==> config.mk <==
export PLATFORM = sky130hd
export DESIGN_NAME = udp_pkt_buf_reader
export DESIGN_NICKNAME = d
export VERILOG_FILES = /design/src/rtl/udp_pkt_buf_reader.sv
export SDC_FILE = /design/constraint.sdc
export NUM_CORES = 1
export LEC_CHECK = 0
export BUFFER_PORTS_ARGS = -buffer_cell sky130_fd_sc_hd__buf_2
export CAP_MARGIN = 10
export CORE_MARGIN = 8
export CORE_UTILIZATION = 44
export CTS_CLUSTER_SIZE = 10
export DETAILED_ROUTE_END_ITERATION = 16
export MAX_ROUTING_LAYER = met4
export PLACE_DENSITY = 0.67
export SETUP_SLACK_MARGIN = 0.1
export SLEW_MARGIN = 20
export SYNTH_ARGS = -nofsm -noshare
export SYNTH_HDL_FRONTEND = slang
export SYNTH_SLANG_ARGS = --single-unit
==> constraint.sdc <==
create_clock -name clk -period 2.6 [get_ports clk]
set_input_delay 0.52 -clock clk [delete_from_list [all_inputs] [get_ports clk]]
set_output_delay 0.52 -clock clk [all_outputs]
set_load 0.005 [all_outputs]
==> src/rtl/udp_pkt_buf_reader.sv <==
// ---------------------------------------------------------------------------
// udp_pkt_buf_reader
//
// Read side of the UDP transmit packet buffer. The writer stores complete
// frames into port A of a 2**ADDR_WIDTH x 9 dual-port RAM and pulses
// frame_commit once per frame. This block counts committed frames, fetches
// their bytes through RAM port B (1-cycle read latency, unregistered output)
// and streams them downstream as a valid/ready byte stream with a last flag.
// Word format: bit[8] = end-of-frame, bits[7:0] = payload byte.
//
// Ports
//   clk, rst        system clock, asynchronous active-high reset
//   frame_commit    one-cycle pulse: one more complete frame is in RAM
//   ram_addrb       RAM port B read address
//   ram_ceb         RAM port B read strobe
//   ram_dob         RAM port B read data, valid the cycle after ram_ceb
//   tx_data/tx_last/tx_valid/tx_ready   downstream byte stream
//   rd_ptr          address after the last byte accepted downstream
//   frames_pending  committed frames not yet fully sent
//   commit_ovf      one-cycle pulse: a commit was dropped (counter saturated)
// ---------------------------------------------------------------------------
module udp_pkt_buf_reader #(
  parameter int ADDR_WIDTH = 11,
  parameter int FCNT_WIDTH = 5
) (
  input  logic                  clk,
  input  logic                  rst,
  input  logic                  frame_commit,
  output logic [ADDR_WIDTH-1:0] ram_addrb,
  output logic                  ram_ceb,
  input  logic [8:0]            ram_dob,
  output logic [7:0]            tx_data,
  output logic                  tx_last,
  output logic                  tx_valid,
  input  logic                  tx_ready,
  output logic [ADDR_WIDTH-1:0] rd_ptr,
  output logic [FCNT_WIDTH-1:0] frames_pending,
  output logic                  commit_ovf
);

  localparam logic [FCNT_WIDTH-1:0] FCNT_MAX  = '1;
  localparam logic [FCNT_WIDTH-1:0] FCNT_ONE  = {{(FCNT_WIDTH-1){1'b0}}, 1'b1};
  localparam logic [ADDR_WIDTH-1:0] ADDR_ONE  = {{(ADDR_WIDTH-1){1'b0}}, 1'b1};

  typedef enum logic [1:0] {
    IDLE  = 2'd0,
    FETCH = 2'd1,
    DRAIN = 2'd2
  } state_t;

  // FSM / fetch side
  state_t                  state_q;
  logic [ADDR_WIDTH-1:0]   fptr_q;       // next address to read
  logic                    infl_q;       // a read issued last cycle returns now
  logic [ADDR_WIDTH-1:0]   infl_addr_q;  // address of that in-flight read

  // Frame counter and read pointer
  logic [FCNT_WIDTH-1:0]   fcnt_q, fcnt_d;
  logic                    ovf_q, ovf_d;
  logic [ADDR_WIDTH-1:0]   rdptr_q, rdptr_d;

  // Two-entry output stage: output register plus skid register
  logic                    out_v_q, out_v_d;
  logic [7:0]              out_data_q, out_data_d;
  logic                    out_last_q, out_last_d;
  logic                    skid_v_q, skid_v_d;
  logic [7:0]              skid_data_q, skid_data_d;
  logic                    skid_last_q, skid_last_d;

  logic                    hs;
  logic                    last_hs;
  logic                    arrive;
  logic                    eof_arrive;
  logic [1:0]              occ;
  logic                    issue;

  assign hs         = out_v_q & tx_ready;
  assign last_hs    = hs & out_last_q;
  assign arrive     = infl_q;
  assign eof_arrive = infl_q & ram_dob[8];

  // Buffered entries plus the read in flight. A byte leaving this cycle
  // frees its slot for a read issued in the same cycle, which is what keeps
  // one byte per cycle flowing with only two entries of storage.
  assign occ   = {1'b0, out_v_q} + {1'b0, skid_v_q} + {1'b0, infl_q};
  assign issue = (state_q == FETCH) && ((occ - {1'b0, hs}) < 2'd2);

  assign ram_ceb   = issue;
  assign ram_addrb = fptr_q;

  assign tx_valid       = out_v_q;
  assign tx_data        = out_data_q;
  assign tx_last        = out_last_q;
  assign rd_ptr         = rdptr_q;
  assign frames_pending = fcnt_q;
  assign commit_ovf     = ovf_q;

  // ---------------------------------------------------------------------
  // Frame counter: commit and last-byte handshake in the same cycle cancel.
  // A commit at saturation is dropped and flagged.
  // ---------------------------------------------------------------------
  always_comb begin
    fcnt_d = fcnt_q;
    ovf_d  = 1'b0;
    if (frame_commit && !last_hs) begin
      if (fcnt_q == FCNT_MAX) begin
        ovf_d = 1'b1;
      end else begin
        fcnt_d = fcnt_q + FCNT_ONE;
      end
    end else if (!frame_commit && last_hs) begin
      fcnt_d = fcnt_q - FCNT_ONE;
    end
  end

  // rd_ptr only moves on accepted bytes, never on fetched ones.
  assign rdptr_d = hs ? (rdptr_q + ADDR_ONE) : rdptr_q;

  always_ff @(posedge clk or posedge rst) begin
    if (rst) begin
      fcnt_q  <= '0;
      ovf_q   <= 1'b0;
      rdptr_q <= '0;
    end else begin
      fcnt_q  <= fcnt_d;
      ovf_q   <= ovf_d;
      rdptr_q <= rdptr_d;
    end
  end

  // ---------------------------------------------------------------------
  // Output stage. Returning RAM data lands in the output register when it
  // is (or is becoming) free, otherwise in the skid register. The issue
  // rule above guarantees the skid register is free whenever it is needed.
  // ---------------------------------------------------------------------
  always_comb begin
    out_v_d     = out_v_q;
    out_data_d  = out_data_q;
    out_last_d  = out_last_q;
    skid_v_d    = skid_v_q;
    skid_data_d = skid_data_q;
    skid_last_d = skid_last_q;
    if (hs) begin
      if (skid_v_q) begin
        out_data_d = skid_data_q;
        out_last_d = skid_last_q;
        skid_v_d   = arrive;
        if (arrive) begin
          skid_data_d = ram_dob[7:0];
          skid_last_d = ram_dob[8];
        end
      end else if (arrive) begin
        out_data_d = ram_dob[7:0];
        out_last_d = ram_dob[8];
      end else begin
        out_v_d    = 1'b0;
        out_last_d = 1'b0;
      end
    end else if (arrive) begin
      if (!out_v_q) begin
        out_v_d    = 1'b1;
        out_data_d = ram_dob[7:0];
        out_last_d = ram_dob[8];
      end else begin
        skid_v_d    = 1'b1;
        skid_data_d = ram_dob[7:0];
        skid_last_d = ram_dob[8];
      end
    end
  end

  always_ff @(posedge clk or posedge rst) begin
    if (rst) begin
      out_v_q     <= 1'b0;
      out_data_q  <= '0;
      out_last_q  <= 1'b0;
      skid_v_q    <= 1'b0;
      skid_data_q <= '0;
      skid_last_q <= 1'b0;
    end else begin
      out_v_q     <= out_v_d;
      out_data_q  <= out_data_d;
      out_last_q  <= out_last_d;
      skid_v_q    <= skid_v_d;
      skid_data_q <= skid_data_d;
      skid_last_q <= skid_last_d;
    end
  end

  // ---------------------------------------------------------------------
  // Fetch FSM. Reads are issued speculatively; the one issued in the cycle
  // the end-of-frame word returns is dropped by not marking it in flight,
  // and the fetch pointer is rewound to just past the end-of-frame word.
  // ---------------------------------------------------------------------
  always_ff @(posedge clk or posedge rst) begin
    if (rst) begin
      state_q     <= IDLE;
      fptr_q      <= '0;
      infl_q      <= 1'b0;
      infl_addr_q <= '0;
    end else begin
      case (state_q)
        IDLE: begin
          infl_q <= 1'b0;
          if (fcnt_q != '0) begin
            state_q <= FETCH;
          end
        end
        FETCH: begin
          infl_q <= issue & ~eof_arrive;
          if (issue) begin
            infl_addr_q <= fptr_q;
            fptr_q      <= fptr_q + ADDR_ONE;
          end
          if (eof_arrive) begin
            fptr_q  <= infl_addr_q + ADDR_ONE;
            state_q <= DRAIN;
          end
        end
        DRAIN: begin
          infl_q <= 1'b0;
          if (last_hs) begin
            state_q <= (fcnt_d != '0) ? FETCH : IDLE;
          end
        end
        default: begin
          state_q <= IDLE;
          infl_q  <= 1'b0;
        end
      endcase
    end
  end

endmodule

==> results of run 1 <==
-- how the worst max path moves through the flow --
| stage | start | end | depth (start not counted) |
|---|---|---|---|
| global placement | ram_dob[8] | ram_addrb[8]$_DFFE_PP0P_ | 10 |
| global route | tx_valid$_DFFE_PP0P_ | ram_ceb | 9 |
| finish | tx_valid$_DFFE_PP0P_ | ram_ceb | 9 |
| floorplan | tx_valid$_DFFE_PP0P_ | ram_ceb | 10 |
| detailed placement | tx_ready | ram_addrb[5]$_DFFE_PP0P_ | 11 |
| CTS | arrive$_DFF_PP0_ | ram_addrb[8]$_DFFE_PP0P_ | 9 |
-- area by class of cell --
| cell class | count | area [um^2] | share of cell area |
|---|---|---|---|
| Timing Repair Buffer | 83 | 508 | 0.123 |
| Tap cell | 99 | 124 | 0.0300 |
| Sequential cell | 62 | 1550 | 0.375 |
| Clock inverter | 7 | 73.8 | 0.0179 |
| Clock buffer | 9 | 124 | 0.0300 |
| Inverter | 11 | 41.3 | 0.00998 |
| Multi-Input combinational cell | 239 | 1710 | 0.414 |
-- tightest hold or removal path: stages --
cell and delay (ns):
buf_2 0.10, inv_2 0.06, buf_12 0.28
-- state kept, by name, summed over array words and instances, names as in the netlist, 2 cells and up --
signal	flops
ram_addrb	11
skid_data_q	8
frames_pending	5
tx_data	8
infl_addr_q	11
state_q	2
rd_ptr	11
-- repair_timing --
item / in CTS / in global routing
gates resized for setup: 1 / 6
endpoints found under the hold margin: 0 / 0
pin swaps: 4 / 4
setup buffers: 6 / 0
endpoints found under the setup margin: 1 / 5
-- power by group through the flow --
stage,registers [mW],clock network [mW],logic (mW)
after CTS,1.78,0.864,2.76
after detailed placement,1.80,0,2.59
after global routing,1.85,0.900,3.11
after global placement,1.79,0,2.52
after floorplan,1.73,0,1.66
final,1.78,0.840,2.79
-- metrics by stage --
| stage | setup WS, ns | setup TNS, ns | std cells | area (um^2) |
|---|---|---|---|---|
| 6_report | 0.142 | 0 | 510 | 4140 |
| 5_1_grt | 0.0448 | 0 | 510 | 4140 |
| 4_1_cts | 0.0978 | 0 | 510 | 4110 |
| 3_5_place_dp | -0.0182 | -0.0187 | 488 | 3850 |
| 3_3_place_gp | 0.0129 | 0 | 488 | 3850 |
| 2_1_floorplan | 0.0383 | 0 | 322 | 3320 |
-- cell families after synthesis --
kind of cell / count (synthesis)
adders and majority gates: 8
buffers and inverters: 21
xor gates and xnor gates: 15
and+or+nand+nor: 106
DFF: 62
muxes: 31
AOI/OAI and AO/OA: 79
-- synth_stat cells (all sizes together), types with 6 or more instances --
cell	instances	area share
buf	7	0.011
nand2	27	0.032
xnor2	11	0.029
and3	8	0.016
nor2	23	0.026
o21ai	12	0.018
inv	11	0.013
mux2	22	0.075
nand3	11	0.018
a21oi	24	0.036
ha	8	0.030
dfrtp	62	0.47
nor4	6	0.011
nor3	7	0.011
a211oi	7	0.017
mux2i	9	0.027
-- per-layer routing --
metal | track usage | share of wire | wire length (um) | up-vias
li1 | - | - | - | 1367
met1 | 0.205 | 0.46 | 3610 | 1343
met2 | 0.251 | 0.48 | 3780 | 65
met3 | 0.0236 | 0.034 | 264 | 19
met4 | 0.0677 | 0.017 | 134 | 0
met5 | - | 0 | 0 | -
-- cell usage in the layout (no fill, tap or decap), types with 3 or more instances in the layout --
master,instances
dfrtp_1,61
buf_2,51
buf_4,31
nand2_1,25
a21oi_1,23
nor2_1,22
mux2_2,21
nand3_1,10
o21ai_0,10
xnor2_1,10
mux2i_1,9
clkbuf_8,9
inv_1,8
nor3_1,7
and3_1,6
nor4_1,6
a211oi_1,6
ha_1,6
or3_1,4
a21boi_0,4
xor2_1,4
a31oi_1,4
o31ai_1,3
nand2b_1,3
inv_2,3
and4_1,3
==> metrics, run 1 <==
IO Pins 52; die height slightly above 100 um; required time worst endpoint between 2 and 2.5 ns; CP Max Fanout 2; number of port buffers 51; # hold bufs at CTS 0; Worst VDD drop just over 600 uV; vias post-DR 2,794; Flop pwr share 0.329; syn_nets 343; Hold WS 0.233 ns; startpoint types flip-flop; Synth Flop Type dfrtp_1; Post-Synth Adder-Cell Area 0.0304; Worst-Margin Slew 0.491 ns; RSZ-0062 raised after global routing yes; Clk pwr share 0.155; Max Freq 0.407 GHz; post-synthesis xor/xnor area fraction 0.0399; Rel. slew slack 0.672; Max-cap violations 0; Initial Util 0.454; skew final 0.00700 ns; simple logic cell fraction of the synthesized area 0.167; clock root buffer clkbuf_8; DP Wirelength between 5000 and 6000 um; Post-Synthesis Cells between 300 and 400; number of global-route vias before repair roughly 2,800; async set-reset flop share out of synthesis 1.00; first-pass GRT wire length ~13,000 um; worst min path class in2async; min Tclk post-route about 2.5 ns; initial antenna violation count 0; FP Rows 31; die span in x ~100 um; maximum clock path buffer count 2; 1st-iter DRT viols between 100 and 150; DRC Markers 0; CTS tree yes; synthesized area per cell between 10 and 15 um^2; CTS clk-pin slew, worst paths around 0.070 ns; Logic pwr share 0.516; R2R Setup Slk between 0.2 and 0.25 ns; gr usage total 0.161; 1st-pass router iterations 5; core area about 7300 um^2; filler cell count approximately 650; RR Endpoint ram_addrb[5]$_DFFE_PP0P_; #FFs+latches synth between 60 and 70; total power about 5.4 mW; origin of the critical flop-to-flop path tx_valid$_DFFE_PP0P_; Leak approximately 1.9 nW; critical path class reg2out; routed len/inst about 15 um; Crit path largest cell delay ~0.39 ns; Synth Area in Compound Gates 0.162; synthesis warning total 0; EDFF count, synth 0; grt ovf 0; RePlAce Congestion 0.850; net switching power around 2.2 mW; Hold Fails Final Rpt 0; slowest CP cell dfrtp_1; CP arrival between 1.5 and 2 ns; crit path cell chain nand2_2 > inv_2 > ha_4 > inv_2 > ha_4 > a21oi_4 > xnor2_2 > nor2_2 > buf_2; reg2reg path depth 11; average vias per placed instance ~5.5; ANT nets after route 0; post-synthesis mux area share 0.103; cts bufs inserted 9; clk sink count just over 60; die area ~11,000 um^2; Net Sw Frac 0.402; endpoint type of the worst setup path output pin; fin crit share 0.945; largest net degree at the start of global routing 63; n_diodes 0; Post-Syn Area between 3000 and 4000 um^2; CP delay by family, top adder cells; drt total wl 7790 um; ratio of cells with drive above 1 in the final layout 0.343; final setup vio count 0; Synth-to-Final Area Change 25.5%; fin util 0.570; fin. max-slew vios 0; Power Internal 3.24 mW; nets@finish ~430; clock latency on the worst-skew pair approximately 0.33 ns; Synth cell types 60; H-tree depth 3; Critical path buffers and inverters 3; largest family of logic cells by synthesized area simple AND/OR/NAND/NOR gates; status finished clean; post-synthesis sequential area ratio 0.471; Pwr Density approximately 1300 nW/um^2
(Power assumes the default switching activity.)
==> run 2, diff against run 1 <==
--- a/config.mk
+++ b/config.mk
@@ -12,7 +12,7 @@
 export CTS_CLUSTER_SIZE = 10
 export DETAILED_ROUTE_END_ITERATION = 16
 export MAX_ROUTING_LAYER = met4
-export PLACE_DENSITY = 0.67
+export PLACE_DENSITY = 0.63
 export SETUP_SLACK_MARGIN = 0.1
 export SLEW_MARGIN = 20
 export SYNTH_ARGS = -nofsm -noshare
==> constraint.sdc (replaced) <==
create_clock -name clk -period 2.2 [get_ports clk]
set_input_delay 0.44 -clock clk [delete_from_list [all_inputs] [get_ports clk]]
set_output_delay 0.44 -clock clk [all_outputs]
set_load 0.005 [all_outputs]
==> run 2 against run 1 <==
Against the previous run:
- the flow now finishes with violations (negative setup slack)
- critical path type unchanged
- largest power group unchanged
- cell area rose by 8.6%
- global-route usage rose by 0.88 points
- combinational power rose by 54%
- worst setup slack worse by 0.30 ns
- total power increased by 39%
==> metrics, run 2 (synthesis results as in run 1) <==
# hold bufs at CTS 0 (unchanged); die height 103 um (unchanged); ANT nets after route 0 (unchanged); Worst-Margin Slew 0.650 ns (+0.158 ns); average vias per placed instance 5.43 (-0.81%); Hold Fails Final Rpt 0 (unchanged); worst min path class in2async; maximum clock path buffer count 2 (unchanged); origin of the critical flop-to-flop path tx_valid$_DFFE_PP0P_; initial antenna violation count 0 (unchanged); skew final 0.00554 ns (-0.00146 ns); Post-Place Cells 500 (+2.5%); die area 10,500 um^2 (unchanged); required time worst endpoint 1.76 ns (-0.32 ns); most common cell after layout, fill and taps aside dfrtp_1; IO Pins 52 (unchanged); min Tclk post-route between 2 and 2.5 ns; largest net degree at the start of global routing 63 (unchanged); RePlAce Congestion 0.866 (+1.9%); Initial Util 0.454 (unchanged); grt ovf 0 (unchanged); Pwr Density 1680 nW/um^2 (+28%); most frequent CP cell ha_4; setup TNS -1.15 ns (-1.15 ns); area of the multi-input gates 1900 um^2 (+11%); R2R Setup Slk -0.13 ns (-0.35 ns); nets@finish 442 (+3.5%); CTS clk-pin slew, worst paths 0.07 ns (about the same); number of port buffers 51 (unchanged); Rel. slew slack 0.566 (-0.106); fin area 4490 um^2 (+8.6%); final setup margin -0.155 ns (-0.297 ns); Finished Layout Cells 525 (+2.9%); vias post-DR 2,853 (+2.1%); filler cell count 626 (-3.5%); CP arrival 1.91 ns (-0.03 ns); DRC Markers 0 (unchanged); commonest cells after routing, fill and taps aside dfrtp_1 (60), buf_2 (51), buf_4 (42), nand2_1 (25); clk sink count 62 (unchanged); status finished with violations; slowest CP cell dfrtp_2; H-tree depth 3 (unchanged); Crit path largest cell delay 0.42 ns (+0.03 ns); core area 7250 um^2 (unchanged); DP Wirelength 5680 um (+1.7%); number of global-route vias before repair 2,778 (+0.98%); final setup vio count 19 (+19); fin. max-slew vios 0 (unchanged); gr usage total 0.170 (+0.00876); first-pass GRT wire length 13,700 um (+5.6%); RSZ-0062 raised after global routing yes; n_diodes 0 (unchanged); cell count along the critical path 9 (unchanged); ratio of cells with drive above 1 in the final layout 0.406 (+0.0630); Storage cell area 1550 um^2 (about the same); reg2reg path depth 12 (+1); Worst VDD drop 597 uV (-4.2%); Critical path buffers and inverters 3 (unchanged); Max Freq about 0.42 GHz; Leak 2.05 nW (+7.3%); routed len/inst 15.7 um (+2.9%); failing checks negative setup slack; die span in x 103 um (unchanged); startpoint types flip-flop; CP delay by family, top adder cells; clock root buffer clkbuf_8; 1st-pass router iterations 5 (unchanged); Synth-to-Final Area Change 36.3%; FP Rows 31 (unchanged); critical path class reg2out; fin crit share 1.07; drt total wl 8250 um (+5.9%); CTS tree yes; total power 7.53 mW (+39%); RR Endpoint ram_addrb[10]$_DFFE_PP0P_; cts bufs inserted 9 (unchanged); CP Max Fanout 2 (unchanged); endpoint type of the worst setup path output pin; DP Area 4070 um^2 (+5.6%); clock latency on the worst-skew pair 0.34 ns (about the same); 1st-iter DRT viols 131 (+8.3%); Max-cap violations 0 (unchanged); crit path cell chain nand2_4 > inv_4 > ha_4 > inv_2 > ha_4 > a21oi_4 > xnor2_4 > nor2_4 > buf_2
[run 2: cell types whose count changed in the layout (fill, tap and decap cells not counted), moves of 2 or more]
cell,change
nor4_1,-2
a2111oi_0,-2
inv_1,-2
a2111oi_4,+2
buf_4,+11
clkinv_4,-2
mux2_4,+10
mux2_2,-9
buf_6,+3
nor4_2,+2
[run 2: what timing repair did]
action,in CTS,in global routing
resized for setup,12,15
endpoints found under the setup margin,20,23
pin swaps,8,5
buffers inserted,5,4
[run 2: cell type report]
class | instances | area share
Multi-Input combinational cell | 239 | 0.424
Sequential cell | 62 | 0.346
Timing Repair Buffer | 98 | 0.143
Clock buffer | 10 | 0.0306
Tap cell | 99 | 0.0276
Clock inverter | 6 | 0.0189
Inverter | 11 | 0.00975
[run 2: stage by stage]
| step | worst slack [ns] | hold slack (ns) | utilization |
|---|---|---|---|
| floorplan | -0.149 | 0.468 | - |
| global placement | -0.197 | 0.459 | 0.561 |
| detailed placement | -0.248 | 0.463 | 0.561 |
| CTS | -0.189 | 0.170 | 0.606 |
| global route | -0.224 | 0.183 | 0.619 |
| finish | -0.155 | 0.157 | 0.619 |
[run 2: worst max-delay path by stage]
stage,from,endpoint,slack (ns)
2_1_floorplan,tx_valid$_DFFE_PP0P_,ram_addrb[5]$_DFFE_PP0P_,-0.15
3_3_place_gp,tx_ready,ram_addrb[9]$_DFFE_PP0P_,-0.20
3_5_place_dp,tx_ready,ram_addrb[9]$_DFFE_PP0P_,-0.25
4_1_cts,tx_valid$_DFFE_PP0P_,ram_ceb,-0.19
5_1_grt,tx_valid$_DFFE_PP0P_,ram_ceb,-0.22
6_report,tx_valid$_DFFE_PP0P_,ram_ceb,-0.15
[run 2: where the power goes]
| part | switching, mW | internal [mW] |
|---|---|---|
| Combinational | 2.03 | 2.28 |
| Clock | 0.468 | 0.665 |
| Sequential | 0.460 | 1.64 |
[run 2: per-layer routing]
metal / routed length, um / global-route usage
met1: 3900 / 0.221
met2: 3980 / 0.261
met4: 112 / 0.0609
met5: 0 / -
met3: 256 / 0.0263
[run 2: worst reg2reg max path, cell delays in order, from the launching register on]
cell,delay (ns)
dfrtp_2,0.42
nand2_4,0.08
inv_4,0.04
ha_4,0.24
inv_2,0.04
ha_4,0.26
a21oi_4,0.07
buf_4,0.14
buf_6,0.11
xor2_4,0.18
o21ai_4,0.25
a211oi_1,0.12
a211oi_1,0.26
